<file path="config.mk">
export PLATFORM = sky130hd
export DESIGN_NAME = part_xfer_sched
export DESIGN_NICKNAME = d
export VERILOG_FILES = /design/src/rtl/cs_sched_pkg.sv /design/src/rtl/cs_rr_arb.sv /design/src/rtl/part_xfer_sched.sv
export SDC_FILE = /design/constraint.sdc
export NUM_CORES = 1
export LEC_CHECK = 0
export CAP_MARGIN = 10
export CORE_UTILIZATION = 55
export DETAILED_ROUTE_END_ITERATION = 12
export PLACE_DENSITY = 0.79
export REMOVE_ABC_BUFFERS = 1
export SYNTH_ARGS = -nofsm -noshare
export SYNTH_HDL_FRONTEND = slang
export SYNTH_HIERARCHICAL = 1
export SYNTH_SLANG_ARGS = --single-unit
</file>
<file path="constraint.sdc">
create_clock -name clk_i -period 3.5 [get_ports clk_i]
set_input_delay 0.7 -clock clk_i [delete_from_list [all_inputs] [get_ports clk_i]]
set_output_delay 0.7 -clock clk_i [all_outputs]
set_load 0.005 [all_outputs]
</file>
<file path="src/rtl/cs_sched_pkg.sv">
// Shared types and constants for the partition transfer scheduler.
package cs_sched_pkg;

  typedef enum logic [1:0] {
    IDLE     = 2'd0,
    ISSUE    = 2'd1,
    WAIT_RSP = 2'd2
  } sched_state_t;

  localparam logic XFER_PUT = 1'b0;
  localparam logic XFER_GET = 1'b1;

endpackage

</file>
<file path="src/rtl/cs_rr_arb.sv">
// Combinational round-robin arbiter: first set request at or after ptr_i, wrapping.
module cs_rr_arb #(
  parameter int unsigned N_SLOTS = 4,
  parameter int unsigned SW      = $clog2(N_SLOTS)
) (
  input  logic [N_SLOTS-1:0] req_i,
  input  logic [SW-1:0]      ptr_i,
  output logic [N_SLOTS-1:0] gnt_o,
  output logic [SW-1:0]      idx_o,
  output logic               any_o
);

  logic          found;
  logic [SW-1:0] cand;

  always_comb begin
    gnt_o = '0;
    idx_o = '0;
    found = 1'b0;
    cand  = '0;
    for (int unsigned i = 0; i < N_SLOTS; i++) begin
      cand = SW'((32'(ptr_i) + i) % N_SLOTS);
      if (!found && req_i[cand]) begin
        found        = 1'b1;
        gnt_o[cand]  = 1'b1;
        idx_o        = cand;
      end
    end
    any_o = found;
  end

endmodule

</file>
<file path="src/rtl/part_xfer_sched.sv">
// Schedules per-slot put/get transfers onto one transport channel, holding the
// slot's mission clock frozen while a get is outstanding.
module part_xfer_sched
  import cs_sched_pkg::*;
#(
  parameter int unsigned N_SLOTS  = 4,
  parameter int unsigned WD_LIMIT = 100,
  parameter int unsigned SW       = $clog2(N_SLOTS),
  parameter int unsigned WW       = $clog2(WD_LIMIT + 1)
) (
  input  logic               clk_i,
  input  logic               rst_i,
  input  logic [N_SLOTS-1:0] slot_req_i,
  input  logic [N_SLOTS-1:0] slot_get_i,
  output logic [N_SLOTS-1:0] freeze_clk_o,
  output logic [N_SLOTS-1:0] slot_done_o,
  output logic [N_SLOTS-1:0] slot_err_o,
  output logic               ovf_o,
  output logic               xfer_valid_o,
  input  logic               xfer_ready_i,
  output logic [SW-1:0]      xfer_slot_o,
  output logic               xfer_get_o,
  input  logic               rsp_valid_i,
  input  logic               rsp_hit_i,
  output logic               busy_o
);

  sched_state_t state_q, state_d;

  logic [N_SLOTS-1:0] pend_q, pend_d;
  logic [N_SLOTS-1:0] dir_q, dir_d;
  logic [N_SLOTS-1:0] freeze_q, freeze_d;
  logic               ovf_q, ovf_d;
  logic [SW-1:0]      cur_q, cur_d;
  logic [SW-1:0]      ptr_q, ptr_d;
  logic [WW-1:0]      wd_q, wd_d;

  logic               xfer_valid_q, xfer_valid_d;
  logic               xfer_get_q, xfer_get_d;
  logic [N_SLOTS-1:0] done_q, done_d;
  logic [N_SLOTS-1:0] err_q, err_d;
  logic               busy_q, busy_d;

  logic [N_SLOTS-1:0] arb_gnt;
  logic [SW-1:0]      arb_idx;
  logic               arb_any;

  logic               fin_done;
  logic               fin_err;
  logic [N_SLOTS-1:0] fin_vec;
  logic [N_SLOTS-1:0] accept;

  cs_rr_arb #(
    .N_SLOTS (N_SLOTS),
    .SW      (SW)
  ) u_arb (
    .req_i (pend_q),
    .ptr_i (ptr_q),
    .gnt_o (arb_gnt),
    .idx_o (arb_idx),
    .any_o (arb_any)
  );

  // State register
  always_ff @(posedge clk_i or posedge rst_i) begin
    if (rst_i) begin
      state_q      <= IDLE;
      pend_q       <= '0;
      dir_q        <= '0;
      freeze_q     <= '0;
      ovf_q        <= 1'b0;
      cur_q        <= '0;
      ptr_q        <= '0;
      wd_q         <= '0;
      xfer_valid_q <= 1'b0;
      xfer_get_q   <= 1'b0;
      done_q       <= '0;
      err_q        <= '0;
      busy_q       <= 1'b0;
    end else begin
      state_q      <= state_d;
      pend_q       <= pend_d;
      dir_q        <= dir_d;
      freeze_q     <= freeze_d;
      ovf_q        <= ovf_d;
      cur_q        <= cur_d;
      ptr_q        <= ptr_d;
      wd_q         <= wd_d;
      xfer_valid_q <= xfer_valid_d;
      xfer_get_q   <= xfer_get_d;
      done_q       <= done_d;
      err_q        <= err_d;
      busy_q       <= busy_d;
    end
  end

  // Next-state logic
  always_comb begin
    state_d  = state_q;
    cur_d    = cur_q;
    wd_d     = wd_q;
    ptr_d    = ptr_q;
    fin_done = 1'b0;
    fin_err  = 1'b0;

    unique case (state_q)
      IDLE: begin
        if (arb_any) begin
          state_d = ISSUE;
          cur_d   = arb_idx;
          wd_d    = '0;
        end
      end
      ISSUE: begin
        if (xfer_valid_q && xfer_ready_i) begin
          state_d = WAIT_RSP;
        end
      end
      WAIT_RSP: begin
        if (rsp_valid_i) begin
          if (dir_q[cur_q] == XFER_PUT || rsp_hit_i) begin
            fin_done = 1'b1;
            state_d  = IDLE;
          end else if (wd_q == WW'(WD_LIMIT)) begin
            fin_err = 1'b1;
            state_d = IDLE;
          end else begin
            wd_d    = wd_q + WW'(1);
            state_d = ISSUE;
          end
        end
      end
      default: state_d = IDLE;
    endcase

    if (fin_done || fin_err) begin
      ptr_d = (cur_q == SW'(N_SLOTS - 1)) ? '0 : cur_q + SW'(1);
    end

    // A request landing on the slot that finishes this cycle is a fresh transfer.
    fin_vec  = N_SLOTS'(fin_done || fin_err) << cur_q;
    accept   = slot_req_i & (~pend_q | fin_vec);
    pend_d   = (pend_q & ~fin_vec) | accept;
    dir_d    = (dir_q & ~accept) | (slot_get_i & accept);
    freeze_d = (freeze_q & ~fin_vec) | (accept & slot_get_i);
    ovf_d    = ovf_q | (|(slot_req_i & pend_q & ~fin_vec));
  end

  // Registered-output next values
  always_comb begin
    xfer_valid_d = (state_d == ISSUE);
    xfer_get_d   = (state_q == IDLE) ? |(arb_gnt & dir_q) : dir_q[cur_q];
    done_d       = fin_done ? fin_vec : '0;
    err_d        = fin_err  ? fin_vec : '0;
    busy_d       = (state_d != IDLE);
  end

  assign freeze_clk_o = freeze_q;
  assign slot_done_o  = done_q;
  assign slot_err_o   = err_q;
  assign ovf_o        = ovf_q;
  assign xfer_valid_o = xfer_valid_q;
  assign xfer_slot_o  = cur_q;
  assign xfer_get_o   = xfer_get_q;
  assign busy_o       = busy_q;

endmodule

</file>
==> flow_summary.json, run 1 <==
{
  "pin_count": 31,
  "max_slew_margin_pct": 50.9,
  "critPathBufInv": 1,
  "drive_above_1_share_pct": 12.0,
  "clk_latency_ns": 0.30,
  "crit_chain": "inv_1 > ha_1 > mux4_2 > nor3_1 > nand2b_1 > or3b_1 > a32oi_4 > a31oi_1 > a41o_1",
  "area.growth.synth_to_final_pct": 16.8,
  "fp.dieH_um": 68.3,
  "power_density_nw_per_um2": 631,
  "fin_skew_ns": 0.00716,
  "port_buffers": 30,
  "layout_commonest_cell": "dfrtp_1",
  "ctsHtreeMaxLevel": 2,
  "root_buffer": "clkbuf_8",
  "finalCriticalPeriod_ns": 2.83,
  "coreArea_um2": 4120,
  "rsz0062_at_grt": "false",
  "initial_utilization_pct": 58.7,
  "vias": 1967,
  "overflow": 0,
  "dieWidth_um": 68.3,
  "grt_pass1_wl_mm": 8.36,
  "dp_slack_ns": 0.677,
  "worst_pin_slew_ns": 0.737,
  "critPathRequiredTime_ns": 3.70,
  "wl_met3_um": 358,
  "ys_ff_latch": 37,
  "mostFrequentLayoutCells": "dfrtp_1, clkdlybuf4s50_1, nor2_1",
  "first_pass_iters": 4,
  "critPathTopFamily": "simple AND/OR/NAND/NOR gates",
  "via_per_inst": 6.22,
  "drt_iter0_markers": 135,
  "die_area_um2": 4660,
  "gp_congestion": 0.836,
  "synth_warnings": 6,
  "drc": 0,
  "antenna_found_initial": 0,
  "grt_pass1_vias": 1742,
  "reg2regPathDepth": 9,
  "async_reset_ff_share_pct": 100,
  "nNetsFinal": 286,
  "critPathSlowestCell": "dfrtp_1",
  "status": "finished, final reports clean",
  "yosysSeqAreaShare_pct": 38.3,
  "placed_area_um2": 2730,
  "critPathKind": "reg2reg",
  "netlist_instances": 236,
  "cp_max_fo": 10,
  "cap_violations": 0,
  "synth-edff-count": 0,
  "fin_area_um2": 2820,
  "fmax_ghz": 0.353,
  "cts_tree": "built",
  "grt_max_degree": 38,
  "layout_worst_path_cycle_share_pct": 80.9,
  "fin_setup_tns_ns": 0,
  "syn-cell-area_um2": 2420,
  "arrival_ns": 3.03,
  "clk_pin_slew_ns": 0.08,
  "cts_resized": 0,
  "grt_usage_pct": 25.1,
  "endpoint_kind": "flop",
  "diodes": 0,
  "power_uw": 1780,
  "ant_nets": 0,
  "top_layer": "met4",
  "hold_class": "reg2reg",
  "synth_cell_types": 62,
  "rows": 23,
  "wirelength_mm": 5.09,
  "ys.flop_type": "dfrtp_1",
  "hold_path_depth": 2,
  "critPathLaunchType": "flop",
  "numCtsBuffers": 5,
  "finalSetupViolCount": 0,
  "clock-sinks": 37,
  "hold_viol": 0,
  "cp_num_cells": 9,
  "dp_hpwl_mm": 3.64,
  "wirelength_met1_mm": 2.50,
  "post-cts-setup-buffers": 0,
  "clock_path_buffers": 2,
  "syn_avg_cell_area_um2": 10.2,
  "peakVddDrop_mv": 0.311,
  "wl_met2_mm": 2.17,
  "wl_per_cell_um": 16.1,
  "leakage_uw": 0.00115,
  "critPathMaxStageDelay_ns": 0.51,
  "ctsHoldBuffers": 0,
  "fin_ws_ns": 0.668,
  "drv_slew": 0
}
-- synth_stat cells, types with 3 or more instances --
cell type / number / area, µm²
mux4_2: 3 / 67.6
dfrtp_1: 37 / 926
buf_6: 3 / 33.8
o21ai_1: 3 / 15.0
a22oi_1: 10 / 75.1
nand3_1: 6 / 30.0
and2_1: 3 / 18.8
inv_1: 11 / 41.3
mux2_2: 4 / 45.0
nor2b_1: 3 / 18.8
o211ai_1: 6 / 45.0
mux2i_1: 4 / 40.0
o31ai_1: 3 / 22.5
ha_1: 8 / 100
nor2_1: 20 / 75.1
nand4_1: 3 / 18.8
nand2_1: 19 / 71.3
nand2b_1: 9 / 56.3
o21ai_0: 17 / 85.1
clkbuf_1: 5 / 18.8
nor3_1: 4 / 20.0
o2bb2ai_1: 3 / 26.3
-- metal layers --
layer  vias to the layer above  GRT usage, %
met3                         7          5.50
met1                       929          37.6
met4                         0          6.25
li1                        953             -
met2                        78          36.3
met5                         -             0
-- final timing paths --
path,startpoint,to,slack (ns)
min in group asynchronous,rst_i,state_q[1]$_DFF_PP0_,0.81
min,ovf_o$_DFF_PP0_,ovf_o$_DFF_PP0_,0.49
max reg2reg,ptr_q[1]$_DFFE_PP0N_,wd_q[2]$_DFFE_PP0P_,0.67
max in group asynchronous,rst_i,ptr_q[0]$_DFFE_PP0N_,2.36
max,ptr_q[1]$_DFFE_PP0N_,wd_q[2]$_DFFE_PP0P_,0.67
min reg2reg,ovf_o$_DFF_PP0_,ovf_o$_DFF_PP0_,0.49
-- power by group --
| group | switching [µW] | leakage [µW] | internal [µW] |
|---|---|---|---|
| clock network | 169 | 0.0000445 | 141 |
| registers | 173 | 0.000454 | 522 |
| logic | 374 | 0.000648 | 400 |
| total | 716 | 0.00115 | 1060 |
-- tightest hold or removal path, cell delays in order, from the launching register on --
cell and delay [ns]:
dfrtp_1 0.35, inv_1 0.04, o221ai_1 0.06
-- kinds of logic after synthesis --
| group | synth area share [%] |
|---|---|
| adder cells (fa/ha/maj) | 4.14 |
| multiplexers | 9.68 |
| AND/OR/NAND/NOR | 19.9 |
| AO/OA/AOI/OAI | 23.0 |
| flip-flops | 38.3 |
| XOR/XNOR | 0.725 |
| buffers and inverters | 4.30 |
-- per-stage QoR --
step | hold slack, ns | util (%) | instances
2_1_floorplan | 0.467 | - | 226
3_3_place_gp | 0.467 | 66.4 | 308
3_5_place_dp | 0.467 | 66.4 | 308
4_1_cts | 0.494 | 68.6 | 316
5_1_grt | 0.499 | 68.6 | 316
6_report | 0.493 | 68.6 | 316
-- cell type report --
class | instances | area [µm²]
Fill cell | 325 | 1290
Multi-Input combinational cell | 178 | 1390
Tap cell | 50 | 62.6
Timing Repair Buffer | 32 | 315
Inverter | 11 | 41.3
Clock inverter | 3 | 21.3
Clock buffer | 5 | 68.8
Sequential cell | 37 | 926
(Power assumes the default switching activity.)
==> run 2: changes to the inputs <==
==> constraint.sdc (replaced) <==
create_clock -name clk_i -period 2.7 [get_ports clk_i]
set_input_delay 0.54 -clock clk_i [delete_from_list [all_inputs] [get_ports clk_i]]
set_output_delay 0.54 -clock clk_i [all_outputs]
set_load 0.005 [all_outputs]
==> flow_summary.json, run 2 (synthesized netlist as in run 1, its figures left out) <==
{
  "grt_usage_pct": 26.5,
  "hold_path_depth": 2,
  "arrival_ns": 2.60,
  "hold_end": "ovf_o$_DFF_PP0_",
  "post-cts-setup-buffers": 0,
  "clock-sinks": 37,
  "root_buffer": "clkbuf_8",
  "ant_nets": 0,
  "coreArea_um2": 4120,
  "dp_hpwl_mm": 3.98,
  "reg2regPathDepth": 8,
  "clk_pin_slew_ns": 0.09,
  "startpoint": "ptr_q[1]$_DFFE_PP0N_",
  "finalSetupViolCount": 0,
  "power_density_nw_per_um2": 823,
  "timing.rr.end": "wd_q[2]$_DFFE_PP0P_",
  "rsz0062_at_grt": "false",
  "drt_iter0_markers": 179,
  "wirelength_mm": 5.46,
  "dieWidth_um": 68.3,
  "cap_violations": 0,
  "grt_pass1_wl_mm": 8.98,
  "ctsHtreeMaxLevel": 2,
  "pin_count": 31,
  "max_slew_margin_pct": 55.5,
  "vias": 2004,
  "drv_slew": 0,
  "leakage_uw": 0.00117,
  "hold_class": "reg2reg",
  "finalCriticalPeriod_ns": 2.41,
  "clock_path_buffers": 2,
  "r2r-start": "ptr_q[1]$_DFFE_PP0N_",
  "port_buffers": 30,
  "mostFrequentLayoutCells": "dfrtp_1, clkdlybuf4s50_1, nor2_1",
  "gp_congestion": 0.857,
  "fin_setup_tns_ns": 0,
  "endpoint_kind": "flop",
  "fin_ws_ns": 0.293,
  "status": "finished, final reports clean",
  "drive_above_1_share_pct": 13.7,
  "initial_utilization_pct": 58.7,
  "peakVddDrop_mv": 0.355,
  "hold_viol": 0,
  "cp_max_fo": 6,
  "wl_per_cell_um": 17.0,
  "critPathLaunchType": "flop",
  "via_per_inst": 6.24,
  "power_frac_comb_pct": 45.5,
  "layout_commonest_cell": "dfrtp_1",
  "hp-start": "ovf_o$_DFF_PP0_",
  "ctsHoldBuffers": 0,
  "antenna_found_initial": 0,
  "cts_tree": "built",
  "nNetsFinal": 291,
  "layout_worst_path_cycle_share_pct": 89.1,
  "p_seq_share_pct": 37.1,
  "clk_latency_ns": 0.31,
  "dp_slack_ns": 0.348,
  "grt_pass1_vias": 1824,
  "overflow": 0,
  "switching_share_pct": 40.6,
  "rows": 23,
  "fin_skew_ns": 0.00801,
  "cts_resized": 0,
  "grt_max_degree": 38,
  "netSwitchingPower_uw": 955,
  "critPathKind": "reg2reg",
  "diodes": 0,
  "numCtsBuffers": 5,
  "critPathRequiredTime_ns": 2.89,
  "worst_pin_slew_ns": 0.663,
  "reg2reg_slack_ns": 0.29,
  "p_int_uw": 1400,
  "area.growth.synth_to_final_pct": 18.3,
  "fp.dieH_um": 68.3,
  "fin_hold_ws_ns": 0.486,
  "first_pass_iters": 4,
  "clkPwrFrac_pct": 17.5,
  "drc": 0,
  "fmax_ghz": 0.416,
  "die_area_um2": 4660
}
[run 2: stage by stage]
step,utilization (%),total power (µW),area (µm²),std cells
2_1_floorplan,-,1550,2350,226
3_3_place_gp,67.3,1910,2770,313
3_5_place_dp,67.3,1950,2770,313
4_1_cts,69.5,2360,2860,321
5_1_grt,69.5,2510,2860,321
6_report,69.5,2350,2860,321
[run 2: worst max-delay path, cell delays in order, from the launching register on]
cell      delay, ns
dfrtp_1        0.38
inv_1          0.11
ha_1           0.30
mux4_1         0.29
nand2b_1       0.15
or3b_1         0.47
a32oi_4        0.26
a31oi_1        0.12
a41o_1         0.22
[run 2: routing by layer]
layer / up-vias / share of wire [%] / global-route usage [%]
met5: - / 0 / 0
met4: 0 / 1.1 / 7.03
met3: 6 / 5.8 / 5.00
met2: 57 / 46 / 42.3
met1: 986 / 47 / 36.5
li1: 955 / - / -
[run 2: final cells by class]
cell class,count,area [µm²]
Timing Repair Buffer,37,353
Clock inverter,3,21.3
Sequential cell,37,926
Multi-Input combinational cell,178,1390
Tap cell,50,62.6
Fill cell,333,1250
Inverter,11,41.3
Clock buffer,5,68.8
[run 2: worst max-delay path by stage]
stage	endpoint	slack [ns]	cells past startpoint
after floorplan	wd_q[2]$_DFFE_PP0P_	0.01	9
after global placement	wd_q[2]$_DFFE_PP0P_	0.40	8
after detailed placement	wd_q[2]$_DFFE_PP0P_	0.35	8
after CTS	wd_q[2]$_DFFE_PP0P_	0.32	8
after global routing	wd_q[2]$_DFFE_PP0P_	0.20	8
final	wd_q[2]$_DFFE_PP0P_	0.29	8
[run 2: power groups by stage]
| stage | logic [µW] | clock network (µW) | registers [µW] |
|---|---|---|---|
| 2_1_floorplan | 665 | 0 | 885 |
| 3_3_place_gp | 1030 | 0 | 874 |
| 3_5_place_dp | 1070 | 0 | 880 |
| 4_1_cts | 1070 | 422 | 872 |
| 5_1_grt | 1170 | 447 | 896 |
| 6_report | 1070 | 411 | 872 |
